===== src/rtl/lcd_rx_pkg.sv =====
// ============================================================================
// Module : lcd_rx_pkg
// Brief  : Shared types, CRC constants and CRC helper for the LCD receiver.
// Rev    : 1.0  initial release
// ============================================================================
`default_nettype none

package lcd_rx_pkg;

  typedef struct packed {
    logic       dc;
    logic [7:0] data;
  } lcd_rx_entry_t;

  localparam logic [15:0] CRC16_POLY = 16'h1021;
  localparam logic [15:0] CRC16_INIT = 16'hFFFF;

  // CRC-16/CCITT-FALSE over one byte, MSB first, no reflection.
  function automatic logic [15:0] crc16_byte(input logic [15:0] crc_in, input logic [7:0] data_in);
    logic [15:0] c;
    c = crc_in ^ {data_in, 8'h00};
    for (int i = 0; i < 8; i++) begin
      c = c[15] ? ((c << 1) ^ CRC16_POLY) : (c << 1);
    end
    return c;
  endfunction

endpackage

`default_nettype wire


===== src/rtl/lcd_rx_fifo.sv =====
// ============================================================================
// Module : lcd_rx_fifo
// Brief  : Synchronous FIFO of lcd_rx_entry_t with combinational head output.
// Rev    : 1.0  initial release
// ============================================================================
`default_nettype none

module lcd_rx_fifo
  import lcd_rx_pkg::*;
#(
  parameter int DEPTH = 8
) (
  input  logic                     clk,
  input  logic                     rst,
  input  logic                     push,
  input  lcd_rx_entry_t            push_data,
  output logic                     full,
  input  logic                     pop,
  output lcd_rx_entry_t            pop_data,
  output logic                     empty,
  output logic [$clog2(DEPTH):0]   level
);

  localparam int AW = $clog2(DEPTH);

  lcd_rx_entry_t   mem_q [DEPTH];
  lcd_rx_entry_t   mem_d [DEPTH];
  logic [AW-1:0]   wr_ptr_q, wr_ptr_d;
  logic [AW-1:0]   rd_ptr_q, rd_ptr_d;
  logic [AW:0]     count_q, count_d;
  logic            pop_ok;
  logic            push_ok;

  assign empty    = (count_q == '0);
  assign full     = (count_q == (AW+1)'(DEPTH));
  assign level    = count_q;
  assign pop_data = mem_q[rd_ptr_q];
  assign pop_ok   = pop && !empty;
  // A push into a full FIFO is legal when the head leaves in the same cycle.
  assign push_ok  = push && (!full || pop_ok);

  always_comb begin
    mem_d    = mem_q;
    wr_ptr_d = wr_ptr_q;
    rd_ptr_d = rd_ptr_q;
    count_d  = count_q;
    if (push_ok) begin
      mem_d[wr_ptr_q] = push_data;
      wr_ptr_d        = wr_ptr_q + AW'(1);
    end
    if (pop_ok) begin
      rd_ptr_d = rd_ptr_q + AW'(1);
    end
    if (push_ok && !pop_ok) begin
      count_d = count_q + (AW+1)'(1);
    end else if (!push_ok && pop_ok) begin
      count_d = count_q - (AW+1)'(1);
    end
  end

  always_ff @(posedge clk) begin
    if (rst) begin
      for (int i = 0; i < DEPTH; i++) mem_q[i] <= '0;
      wr_ptr_q <= '0;
      rd_ptr_q <= '0;
      count_q  <= '0;
    end else begin
      mem_q    <= mem_d;
      wr_ptr_q <= wr_ptr_d;
      rd_ptr_q <= rd_ptr_d;
      count_q  <= count_d;
    end
  end

endmodule

`default_nettype wire


===== src/rtl/lcd_rx_capture.sv =====
// ============================================================================
// Module : lcd_rx_capture
// Brief  : LCD interface receiver: pad sync, edge detect, byte assembly, FIFO.
//          Optional CRC-16 of data bytes enabled by macro LCD_RX_CRC_EN.
// Rev    : 1.0  initial release
// ============================================================================
`default_nettype none

module lcd_rx_capture
  import lcd_rx_pkg::*;
#(
  parameter int FIFO_DEPTH  = 8,
  parameter int SYNC_STAGES = 2
) (
  input  logic                          clk,
  input  logic                          rst,
  input  logic                          cfg_en,
  input  logic                          cfg_parallel,
  input  logic                          pad_lcd_clk,
  input  logic [7:0]                    pad_lcd_dat,
  input  logic                          pad_lcd_dc,
  output logic                          out_valid,
  input  logic                          out_ready,
  output logic [7:0]                    out_data,
  output logic                          out_dc,
  output logic [$clog2(FIFO_DEPTH):0]   level,
  output logic                          overflow,
  input  logic                          overflow_clr,
  input  logic                          crc_clr,
  output logic [15:0]                   crc
);

  // All pad bits share one chain so their relative skew is preserved.
  logic [9:0]      sync_q [SYNC_STAGES];
  logic [9:0]      sync_d [SYNC_STAGES];
  logic            sclk, sdc;
  logic [7:0]      sdat;
  logic            prev_q, prev_d;
  logic            en_q, en_d;
  logic            rise;
  logic [7:0]      sr_q, sr_d, sr_shift;
  logic [2:0]      cnt_q, cnt_d;
  logic            wr;
  lcd_rx_entry_t   wr_entry;
  logic            ovf_q, ovf_d;
  lcd_rx_entry_t   hold_q, hold_d;
  lcd_rx_entry_t   head;
  logic            fifo_full, fifo_empty, pop, accept;

  always_comb begin
    sync_d[0] = {pad_lcd_dc, pad_lcd_dat, pad_lcd_clk};
    for (int i = 1; i < SYNC_STAGES; i++) sync_d[i] = sync_q[i-1];
  end

  assign {sdc, sdat, sclk} = sync_q[SYNC_STAGES-1];
  assign prev_d   = sclk;
  assign en_d     = cfg_en;
  assign rise     = en_q && sclk && !prev_q;
  assign sr_shift = {sr_q[6:0], sdat[0]};

  always_comb begin
    sr_d     = sr_q;
    cnt_d    = cnt_q;
    wr       = 1'b0;
    wr_entry = '{dc: sdc, data: sdat};
    if (!cfg_en) begin
      cnt_d = '0;
    end else if (cfg_parallel) begin
      wr = rise;
    end else if (sdat[1]) begin
      cnt_d = '0;
    end else if (rise) begin
      sr_d  = sr_shift;
      cnt_d = cnt_q + 3'd1;
      if (cnt_q == 3'd7) begin
        wr            = 1'b1;
        wr_entry.data = sr_shift;
      end
    end
  end

  assign pop    = !fifo_empty && out_ready;
  assign accept = wr && (!fifo_full || pop);

  lcd_rx_fifo #(
    .DEPTH (FIFO_DEPTH)
  ) u_fifo (
    .clk       (clk),
    .rst       (rst),
    .push      (accept),
    .push_data (wr_entry),
    .full      (fifo_full),
    .pop       (pop),
    .pop_data  (head),
    .empty     (fifo_empty),
    .level     (level)
  );

  always_comb begin
    ovf_d = ovf_q;
    if (wr && !accept) ovf_d = 1'b1;
    else if (overflow_clr) ovf_d = 1'b0;
  end

  // Last popped entry is presented while the FIFO is empty.
  assign hold_d    = pop ? head : hold_q;
  assign out_valid = !fifo_empty;
  assign out_data  = fifo_empty ? hold_q.data : head.data;
  assign out_dc    = fifo_empty ? hold_q.dc : head.dc;
  assign overflow  = ovf_q;

  always_ff @(posedge clk) begin
    if (rst) begin
      for (int i = 0; i < SYNC_STAGES; i++) sync_q[i] <= '0;
      prev_q <= 1'b0;
      en_q   <= 1'b0;
      sr_q   <= '0;
      cnt_q  <= '0;
      ovf_q  <= 1'b0;
      hold_q <= '0;
    end else begin
      sync_q <= sync_d;
      prev_q <= prev_d;
      en_q   <= en_d;
      sr_q   <= sr_d;
      cnt_q  <= cnt_d;
      ovf_q  <= ovf_d;
      hold_q <= hold_d;
    end
  end

`ifdef LCD_RX_CRC_EN
  logic [15:0] crc_q, crc_d;

  always_comb begin
    crc_d = crc_q;
    if (crc_clr) crc_d = CRC16_INIT;
    else if (accept && wr_entry.dc) crc_d = crc16_byte(crc_q, wr_entry.data);
  end

  always_ff @(posedge clk) begin
    if (rst) crc_q <= CRC16_INIT;
    else     crc_q <= crc_d;
  end

  assign crc = crc_q;
`else
  logic unused_crc_clr;
  assign unused_crc_clr = crc_clr;
  assign crc            = 16'h0000;
`endif

endmodule

`default_nettype wire

===== config.mk =====
export PLATFORM = sky130hd
export DESIGN_NAME = lcd_rx_capture
export DESIGN_NICKNAME = d
export VERILOG_FILES = /design/src/rtl/lcd_rx_pkg.sv /design/src/rtl/lcd_rx_fifo.sv /design/src/rtl/lcd_rx_capture.sv
export SDC_FILE = /design/constraint.sdc
export NUM_CORES = 1
export LEC_CHECK = 0
export BUFFER_PORTS_ARGS = -buffer_cell sky130_fd_sc_hd__buf_2
export CORE_MARGIN = 2
export CORE_UTILIZATION = 40
export CTS_BUF_LIST = sky130_fd_sc_hd__clkbuf_2
export CTS_CLUSTER_DIAMETER = 40
export DETAILED_ROUTE_END_ITERATION = 8
export PLACE_DENSITY = 0.63
export SETUP_SLACK_MARGIN = 0.02
export SLEW_MARGIN = 25
export SYNTH_ARGS = -nofsm -noshare
export SYNTH_HDL_FRONTEND = slang
export SYNTH_SLANG_ARGS = --single-unit

===== constraint.sdc =====
create_clock -name clk -period 3.1 [get_ports clk]
set_input_delay 0.62 -clock clk [delete_from_list [all_inputs] [get_ports clk]]
set_output_delay 0.62 -clock clk [all_outputs]
set_load 0.03 [all_outputs]

Yosys cells after proc, flatten, opt, wreduce, memory -nomap -nowiden
Index checks and enable logic that the tools add are counted.
{ "op_classes": {"addsub": 5, "eq_ne": 2, "reduce_logical": 25, "n_lt_le_gt_ge": 3, "mux": 24, "bitwise_logic": 5} }
{ "op_table": {"columns": ["op", "n"], "rows": [
  ["$bwmux W72", 1],
  ["$mux W8", 6],
  ["$bmux W9 S3", 1],
  ["$demux W9 S3", 1],
  ["$mux W9", 3],
  ["$logic_and A1 B1 Y1", 10],
  ["$add A3 B1 Y3 const B", 3],
  ["$ge A4 B4 Y1 const B", 2],
  ["$mux W1", 8],
  ["$mux W4", 2],
  ["$not A3 Y4", 2],
  ["$logic_not A1 Y1", 6],
  ["$mux W3", 2],
  ["$reduce_bool A2 Y1", 3],
  ["$add A4 B1 Y4 const B", 1],
  ["$eq A4 B4 Y1 const B", 1],
  ["$logic_not A4 Y1", 1],
  ["$lt A4 B1 Y1 const B", 1],
  ["$reduce_and A4 Y1", 1],
  ["$sub A4 B1 Y4 const B", 1],
  ["$eq A3 B3 Y1 const B", 1],
  ["$not A1 Y1", 3],
  ["$logic_or A1 B1 Y1", 2],
  ["$reduce_and A2 Y1", 1],
  ["$reduce_or A2 Y1", 1]
]} }
{ "totals": {"output_inout_bits": 31, "input_bits": 17, "regBits": 124, "elab_cells": 92} }

Longest topological paths before layout
{ "depth": {"depth_word": 12, "mapped_depth": 13, "depth_no_buf": 12} }

By module
Synthesis repeated with hierarchy kept, for this count alone.
{ "unflattened": {"cells_unflattened": 526, "area_unflattened_um2": 5564.1} }
{ "modules_own_cells": {"columns": ["module", "n_inst", "cells_per_inst", "area_each_um2"], "rows": [
  ["lcd_rx_fifo", 1, 347, 3769.9],
  ["lcd_rx_capture", 1, 179, 1794.2]
]} }

Worst setup path after synthesis
Ideal clock, no wire load.
{ "synth_path": {"path_type": "reg2out", "start": "register u_fifo.count_q[0], in the netlist u_fifo.level[0]", "end": "output out_data[0]", "required_time_ns": 2.480, "arrival_time_ns": 2.100, "setup_slack_ns": 0.380, "path_stages_with_launch": 5, "cell_sequence": "dfxtp_1 or4_1 clkbuf_1 clkbuf_1 a21oi_1"} }
{ "synth_via": {"elab_chain_len": 2} }
{ "synth_lines": {"columns": ["element", "line_no", "rtl"], "rows": [
  ["start, declared", "lcd_rx_fifo.sv:30", "logic [AW:0] count_q, count_d;"],
  ["start signal, assigned", "lcd_rx_fifo.sv:71", "count_q <= count_d;"],
  ["$logic_not A4 Y1", "lcd_rx_fifo.sv:34", "assign empty = (count_q == '0);"],
  ["$mux W8", "lcd_rx_capture.sv:108", "assign out_data = fifo_empty ? hold_q.data : head.data;"],
  ["end, declared", "lcd_rx_capture.sv:24", "output logic [7:0] out_data,"]
]} }
No other way between the ends.

Final worst setup path
{ "layout_path": {"start": "register u_fifo.rd_ptr_q[0]", "end": "output out_data[3]"} }
{ "layout_via": {"elab_chain_len": 5} }
{ "layout_lines": {"columns": ["element", "line_no", "rtl"], "rows": [
  ["start, declared", "lcd_rx_fifo.sv:29", "logic [AW-1:0] rd_ptr_q, rd_ptr_d;"],
  ["start signal, assigned", "lcd_rx_fifo.sv:70", "rd_ptr_q <= rd_ptr_d;"],
  ["$not A3 Y4 (implied by the code)", "lcd_rx_fifo.sv:37", "assign pop_data = mem_q[rd_ptr_q];"],
  ["$bmux W9 S3", "lcd_rx_fifo.sv:37", null],
  ["$mux W9 (implied by the code) (2 in a row)", "lcd_rx_fifo.sv:37", null],
  ["$mux W8", "lcd_rx_capture.sv:108", null]
]} }
No other way between the ends. The select of a mux whose other input is x is not followed.

==> results.tsv <==
metric	value	unit
CP Capture Point	out_data[3]	
Post-Synth Simple-Gate Area	12.69	%
critical path class	reg2out	
worst IR drop on VDD	0.4003	mV
worst reg2reg endpoint	u_fifo.level[3]	
RSZ-0062 raised after global routing	no	
clock root buffer	clkbuf_2	
final cell count without fillers	778	
Synth Area in Adders	1.853	%
Reg2Reg Launch Point	cnt_q[0]	
gr usage total	17.44	%
Area growth syn-to-layout	9.632	%
CTS tree	built	
area leader, netlist	dfxtp_1	
largest net degree at the start of global routing	51	
port buffer count	30	
die area	15500	sq um
worst min path class	in2reg	
dpl ws	0.3228	ns
# nets final	606	
routed vias	4451	
post-DP HPWL	8926	um
std cell rows	44	
drc violations	0	
top cell type's share of synthesized area	42.75	%
maxcap violations	0	
WP data arrival	2.28	ns
combinational family with the most area after synthesis	compound AO/OA/AOI/OAI gates	
Mapped Area	5807	sq um
post-synthesis share of cell area spent on xor and xnor gates	0.6033	%
Chip Height	124.5	um
hold slack	0.1447	ns
period utilization	93.40	%
clock buffer depth	2	
average routed wire per standard cell	17.06	um
initial drt markers	336	
post-synthesis sequential area ratio	42.75	%
most common cell after layout, fill and taps aside	dfxtp_1	
async set or reset register ratio after synthesis	0	%
Mean Syn Cell Area	10.10	sq um
# fillers	1345	
Peak Freq	345.4	MHz
most frequent cells in the layout	123 x dfxtp_1, 40 x nand2_1, 39 x a31o_2, 36 x o2111a_1, 33 x o21ai_0	
wirelength, routed	13270	um
number of enable flip-flop cells after synthesis	0	
DRT Pass-1 Iters	5	
minimum clock period	2.895	ns
Initial Util	40.41	%
area of the multi-input gates	3008	sq um
layout cells sized above 1	24.92	%
leak pwr	0.002743	uW
core box area	14370	sq um
vias in the first global route	4303	
CTS sink cnt	124	
post-synth cell types	49	
post-synthesis mux area share	11.14	%
total gr overflow	0	
initial antenna violation count	0	
setup violators final	0	
Util after Layout	44.31	%
via/cell ratio	5.721	
setup TNS	0	ns
outcome	complete, no violations	
register area	2486	sq um
Final WS setup	0.2047	ns
Placer Congestion	0.8095	
Post-Syn Instances	575	
dominant cells by area after synthesis	dfxtp_1 43%, mux4_2 7.0%, o2111a_1 7.0%, a31o_2 5.9%, mux2i_1 4.0%	
Cells after DPL	745	
Clock Latency Late Sink	0.66	ns
CP endpoint kind	output pin	
worst-path fanout max	11	
worst-margin pin slew	0.8987	ns
YS warnings	0	
global-route wire length before repair	21920	um
cts bufs inserted	17	
I/O pin total	48	
Critical Path Start Type	flip-flop	
Reg clk slew, reported paths	0.19	ns
Fin. Hold Viols	0	
Final ANT Viol Nets	0	
Final Slew Violations	0	
crit path from	u_fifo.rd_ptr_q[0]	
final setup skew	0.02463	ns
# diodes	0	
Synth Register Bits	124	
P per Cell Area	695.8	nW/um^2
relative slew slack	40.00	%
hold_buf cts	0	
Die X	124.5	um
Worst R2R Path Depth	12	
Main synth FF type	dfxtp_1	
worst reg2reg setup slack	0.32	ns
Synth Area in Compound Gates	23.81	%
WP data required	2.48	ns
H-tree levels	4	
-- synth_stat cells, drive strengths merged, types with 12 or more instances --
master	instances
o2111ai	12
mux2i	23
nor2b	24
clkbuf	26
dfxtp	124
a31o	39
nor2	28
o21ai	35
buf	48
mux4	18
o2111a	36
a21oi	31
nand2	40
-- stage by stage --
stage	instance area (sq um)	total power, uW
floorplan	5863	2764
global placement	5976	3040
detailed placement	5976	3075
CTS	6327	4448
global route	6366	4637
finish	6366	4429
-- cells by family after synthesis --
logic type,after synthesis
xor gates and xnor gates,4
DFF,124
AOI/OAI and AO/OA,177
muxes,42
and+or+nand+nor,140
buffers and inverters,79
other,1
adders and majority gates,8
-- power breakdown --
| part | internal [uW] | total [uW] | switching, uW |
|---|---|---|---|
| Sequential | 1690 | 1790 | 97.7 |
| Combinational | 405 | 1280 | 874 |
| Clock | 772 | 1360 | 591 |
-- state kept, by name (all words and copies together), names as in the netlist, 3 cells and up --
signal,count
u_fifo.wr_ptr_q,3
sr_q,7
cnt_q,3
sdat,8
u_fifo.mem_q,72
u_fifo.rd_ptr_q,3
hold_q,9
u_fifo.level,4
sync_d,10
-- worst max-delay path, cell delays in order (launching register included) --
cell	delay, ns
dfxtp_1	0.95
mux2i_4	0.38
a21oi_1	0.09
buf_2	0.18
-- how the worst min path moves through the flow --
stage                    from        end  slack (ns)  cells after the start
2_1_floorplan       sync_d[0]     prev_d        0.41                      1
3_3_place_gp        sync_d[4]    sdat[3]        0.42                      1
3_5_place_dp        sync_d[2]    sdat[1]        0.42                      1
4_1_cts        pad_lcd_dat[6]  sync_d[7]         0.1                      2
5_1_grt        pad_lcd_dat[5]  sync_d[6]        0.06                      2
6_report       pad_lcd_dat[1]  sync_d[2]        0.14                      2
-- metal layers --
layer	routed length, um	vias to the layer above	global-route usage (%)
met5	0	-	0
met4	134	0	5.750
met3	614	12	4.338
met2	6087	111	27.48
met1	6433	2182	23.49
li1	-	2146	-
-- final cells by class --
cell class              count  share of cell area (%)
well taps                 184                   3.616
repair buffers             46                   4.442
flip-flops and latches    124                   39.05
clock buffers              19                   1.494
clock inverters            13                   3.852
inverters                   5                  0.2948
multi-input cells         387                   47.25
-- what timing repair did --
item                       in CTS  in global routing
setup buffers                   0                  1
setup endpoints to repair       9                  8
resized for setup               4                  7
Note: power is estimated with default switching activity, not from simulation.
